$ cat src/rtl/conware_gen_sequencer.sv
// conware_gen_sequencer: steps a Game-of-Life generation one row at a time.
// For each row it pulses row_start to the compute engine and waits for row_done.
// It then offers the row to the output packer on out_valid/out_ready.
// Optional build macro GEN_LIMIT_EN adds gen_limit/limit_hit, which stop the run
// after a programmed number of generations.
module conware_gen_sequencer #(
   parameter int HEIGHT = 64,
   parameter int RWIDTH = 8,
   parameter int GWIDTH = 16
) (
   input  logic              clk,
   input  logic              rst,
   input  logic              run,
   input  logic              step,
   input  logic              clear_gen,
   output logic [RWIDTH-1:0] row_addr,
   output logic              row_start,
   input  logic              row_done,
   output logic              out_valid,
   input  logic              out_ready,
   output logic              frame_done,
   output logic [GWIDTH-1:0] gen_count,
   output logic              busy
`ifdef GEN_LIMIT_EN
   ,
   input  logic [GWIDTH-1:0] gen_limit,
   output logic              limit_hit
`endif
);

   typedef enum logic [2:0] {
      IDLE      = 3'd0,
      ISSUE     = 3'd1,
      COMPUTE   = 3'd2,
      DRAIN     = 3'd3,
      FRAME_END = 3'd4
   } state_t;

   localparam logic [RWIDTH-1:0] LAST_ROW = RWIDTH'(HEIGHT - 1);

   state_t            state_q, state_d;
   logic [RWIDTH-1:0] row_addr_q, row_addr_d;
   logic [GWIDTH-1:0] gen_count_q, gen_count_d;
   logic              step_mode_q, step_mode_d;

`ifdef GEN_LIMIT_EN
   // Compare one bit wider so a limit at the counter's wrap point is not matched early.
   logic limit_stop;
   assign limit_stop = (state_q == FRAME_END) && (gen_limit != '0) &&
                       (({1'b0, gen_count_q} + {{GWIDTH{1'b0}}, 1'b1}) == {1'b0, gen_limit});
   assign limit_hit  = limit_stop;
`endif

   // Next-state logic; row_done and out_ready are looked at only in their own states.
   always_comb begin
      state_d     = state_q;
      row_addr_d  = row_addr_q;
      gen_count_d = gen_count_q;
      step_mode_d = step_mode_q;
      case (state_q)
         IDLE: begin
            if (step) begin
               state_d     = ISSUE;
               row_addr_d  = '0;
               step_mode_d = 1'b1;
            end else if (run) begin
               state_d     = ISSUE;
               step_mode_d = 1'b0;
            end
         end
         ISSUE:   state_d = COMPUTE;
         COMPUTE: if (row_done) state_d = DRAIN;
         DRAIN: begin
            if (out_ready) begin
               if (row_addr_q == LAST_ROW) begin
                  state_d = FRAME_END;
               end else begin
                  state_d    = ISSUE;
                  row_addr_d = row_addr_q + RWIDTH'(1);
               end
            end
         end
         FRAME_END: begin
            gen_count_d = gen_count_q + GWIDTH'(1);
            row_addr_d  = '0;
            state_d     = (run && !step_mode_q) ? ISSUE : IDLE;
`ifdef GEN_LIMIT_EN
            if (limit_stop) state_d = IDLE;
`endif
         end
         default: state_d = IDLE;
      endcase
      // A clear beats a same-cycle increment.
      if (clear_gen) gen_count_d = '0;
   end

   // State and counter registers; a reset drops any frame in flight.
   always_ff @(posedge clk) begin
      if (rst) begin
         state_q     <= IDLE;
         row_addr_q  <= '0;
         gen_count_q <= '0;
         step_mode_q <= 1'b0;
      end else begin
         state_q     <= state_d;
         row_addr_q  <= row_addr_d;
         gen_count_q <= gen_count_d;
         step_mode_q <= step_mode_d;
      end
   end

   assign row_addr   = row_addr_q;
   assign gen_count  = gen_count_q;
   assign row_start  = (state_q == ISSUE);
   assign out_valid  = (state_q == DRAIN);
   assign frame_done = (state_q == FRAME_END);
   assign busy       = (state_q != IDLE);

endmodule

$ cat config.mk
export PLATFORM = sky130hd
export DESIGN_NAME = conware_gen_sequencer
export DESIGN_NICKNAME = d
export VERILOG_FILES = /design/src/rtl/conware_gen_sequencer.sv
export SDC_FILE = /design/constraint.sdc
export NUM_CORES = 1
export LEC_CHECK = 0
export ABC_AREA = 1
export CORE_MARGIN = 3
export CORE_UTILIZATION = 49
export DETAILED_ROUTE_END_ITERATION = 8
export MAX_ROUTING_LAYER = met4
export PLACE_DENSITY = 0.82
export SETUP_SLACK_MARGIN = 0.5
export SYNTH_ARGS = -nofsm -noshare
export SYNTH_HDL_FRONTEND = slang
export SYNTH_SLANG_ARGS = --single-unit
$ cat constraint.sdc
create_clock -name clk -period 1.4 [get_ports clk]
set_input_delay 0.42 -clock clk [delete_from_list [all_inputs] [get_ports clk]]
set_output_delay 0.42 -clock clk [all_outputs]
set_load 0.005 [all_outputs]
==> metrics.csv <==
stage,metric,value,unit
run_status,status,"complete, but fails checks",
run_status,failing checks,negative setup slack,
timing,Period minus WS final,1.772,ns
power_and_ir_drop,P_leak,1.162,nW
flow_run,max-cap viol count,0,
layout,final core occ,94.39,%
cts,root buf cell,clkbuf_4,
floorplanning,height of the die,62.07,um
yosys,Synth Area in Compound Gates,11.54,%
yosys,syn_area_per_cell,6.444,sq um
critical_path,"most used cell, CP",buf_6,
timing,Worst-Margin Slew,0.4677,ns
layout,"most common cell after layout, fill and taps aside",nand2_1,
yosys,mux share of post-synthesis cell area,0,%
critical_path,"CP delay by family, top",simple AND/OR/NAND/NOR gates,
cts,cts bufs inserted,3,
power_and_ir_drop,Net Sw Power,0.8556,mW
yosys,sequential fraction of the synthesis area,36.39,%
routing,DR vias,2182,
floorplanning,Die ar.,0.003852,sq mm
layout,Final nets,334,
cts,Post-CTS Hold Fix Bufs,0,
yosys,Synthesis Warnings,0,
timing,Final WS setup,-0.3719,ns
yosys,synth unique cells,26,
timing,final setup fails,28,
floorplanning,Starting Density,53.55,%
yosys,Synth Area in XOR/XNOR,0.5686,%
layout,area grow syn2layout,76.28,%
floorplanning,core area,0.002877,sq mm
timing,skew final,0.005219,ns
floorplanning,FP Rows,19,
global_routing,largest net degree at the start of global routing,17,
timing,RSZ-0062 raised after global routing,yes,
routing,Total Routed Length,7137,um
layout,share of cells above drive strength 1,52.47,%
yosys,Yosys reg bits,28,
power_and_ir_drop,Tot Pwr,2.294,mW
routing,Iteration-0 DRC Markers,242,
critical_path,critical-path cell list,buf_6 > nor2_4 > buf_6 > buf_6 > buf_6 > nand4_1 > nor2_4 > nand3_2 > nand2_1 > nand2_1 > nor2_1,
yosys,Synth Area in Simple Gates,40.54,%
yosys,Synth top area share,36.39,%
routing,DRT antenna net count,0,
layout,final instance area,0.002715,sq mm
power_and_ir_drop,Gate power share,44.8,%
critical_path,worst path required time,1.68,ns
cts,H-tree levels,1,
power_and_ir_drop,Sw Share,37.30,%
power_and_ir_drop,Clk pwr share,18.1,%
timing,final hold violations,0,
placed_design,hpwl dp,2747,um
global_routing,global route overflow,0,
critical_path,Worst EP arrival,2.06,ns
critical_path,crit-path max cell delay,0.40,ns
cts,worst skew pair latency,0.34,ns
layout,Ant. Diodes,0,
routing,# DRC,0,
cts,clk slew on worst S/H paths,0.16,ns
hold_path,Hold Path Class,register to register,
floorplanning,Die W,62.07,um
global_routing,initial antenna violation count,0,
routing,Routed WL per cell,19.50,um
timing,Final Cycle Share,126.6,%
yosys,Post-Synth Adder-Cell Area,1.625,%
placed_design,Port Buf Inserts,34,
critical_path,Crit-path slowest cell,dfxtp_4,
yosys,post-synth top area cell,dfxtp_1,
critical_path,Max Fanout on Critical Path,5,
critical_path,Critical Path Sink Type,register,
placed_design,placed cell areas,0.002130,sq mm
yosys,main combinational cell family by area after synthesis,simple AND/OR/NAND/NOR gates,
yosys,Mapped Area,0.001540,sq mm
yosys,synth top area cells,"dfxtp_1 36%, nand2_1 15%, nor2_1 8.5%",
yosys,Post-Synthesis Net Count,248,
critical_path,Crit path buffers/inverters,4,
placed_design,RePlAce Congestion,0.8328,
global_routing,GR Util All Layers,28.28,%
global_routing,first-pass GRT wire length,7859,um
cts,Sink Count,28,
global_routing,number of global-route vias before repair,1746,
cts,Clock Tree Buf Depth,2,
layout,"commonest cells after routing, fill and taps aside","46 x nand2_1, 33 x buf_6, 33 x buf_4",
critical_path,kind of critical path,register to register,
yosys,Syn Inst Count,239,
power_and_ir_drop,largest vdd supply drop,685.1,uV
timing,Pins Over Slew Limit,0,
power_and_ir_drop,cell internal pwr,1.438,mW
timing,slew margin rel.,68.65,%
routing,DRT Pass-1 Iters,5,
cts,TritonCTS clock tree,done,
routing,vias per inst,5.962,
power_and_ir_drop,pwr/cell area,844.8,mW/mm^2
power_and_ir_drop,sequential share of power,37.1,%
critical_path,Startpoint Class,register,
floorplanning,# IOs,35,
timing,Fmax,564.4,MHz
-- cell usage after synthesis --
library cell,instances
inv_2,2
nor3b_1,2
nand4_1,6
nand3b_1,1
ha_1,2
dfxtp_1,28
xor2_1,1
buf_2,1
o21bai_1,1
nand2_1,63
o31ai_1,1
nor2_1,35
nor2_2,1
clkbuf_1,1
nand3_1,15
nor3_4,1
a21oi_1,18
o21a_1,1
nor3_2,1
nor2_4,2
nand2_2,2
nand3_4,1
nand2_4,1
nor3_1,5
inv_1,34
o21ai_0,13
-- final cells by class --
cell class	count	area, sq um
clock buffer	4	36.28
fill	93	161.4
inverter	36	142.6
multi-input combinational	173	1105
sequential	28	619.3
tap	42	52.55
timing repair buffer	83	759.5
-- metrics by stage --
stage / hold WS (ns) / setup TNS [ns] / cells / setup WS (ns)
after floorplan: 0.4495 / 0 / 239 / 0.1996
after CTS: 0.5016 / -2.230 / 359 / -0.1873
after global routing: 0.4940 / -7.370 / 366 / -0.4485
final: 0.4914 / -5.661 / 366 / -0.3719
after global placement: 0.4684 / -2.069 / 327 / -0.1920
after detailed placement: 0.4795 / -2.484 / 327 / -0.2246
-- power groups by stage --
stage                     clock (mW)  combinational [mW]  sequential, mW
after floorplan                    0               0.336           0.868
after global placement             0               0.556           0.874
final                          0.416                1.03           0.850
after detailed placement           0               0.563           0.875
after global routing           0.437                1.07           0.854
after CTS                      0.403               0.740           0.844
-- flip-flops by register name (all words and copies together) (netlist names) --
signal	cells
gen_count	16
row_addr	8
state_q	3
step_mode_q	1
-- cell families after synthesis --
| group | count (synthesis) |
|---|---|
| AOI/OAI and AO/OA | 34 |
| xor gates and xnor gates | 1 |
| adders and majority gates | 2 |
| buffers and inverters | 38 |
| DFF | 28 |
| and+or+nand+nor | 136 |
-- what timing repair did --
item                       4_1_cts  5_1_grt
setup endpoints to repair       56       56
pin swaps                       14       19
setup buffers                   28        7
gates resized for setup        177       57
-- routing by layer --
layer | share of wire, % | vias up | global-route usage, %
met1 | 37 | 986 | 32.75
met2 | 47 | 201 | 47.19
li1 | - | 938 | -
met3 | 11 | 57 | 6.405
met5 | 0 | - | -
met4 | 5.7 | 0 | 10.91
-- worst paths after layout --
check | start | to | slack (ns) | cells past startpoint
worst max register to register | state_q[1] | gen_count[15] | -0.37 | 11
worst min-delay path | gen_count[7] | gen_count[7] | 0.49 | 1
worst max-delay path | state_q[1] | gen_count[15] | -0.37 | 11
worst min register to register | gen_count[7] | gen_count[7] | 0.49 | 1
No activity file was read; power rests on OpenSTA's default activity.
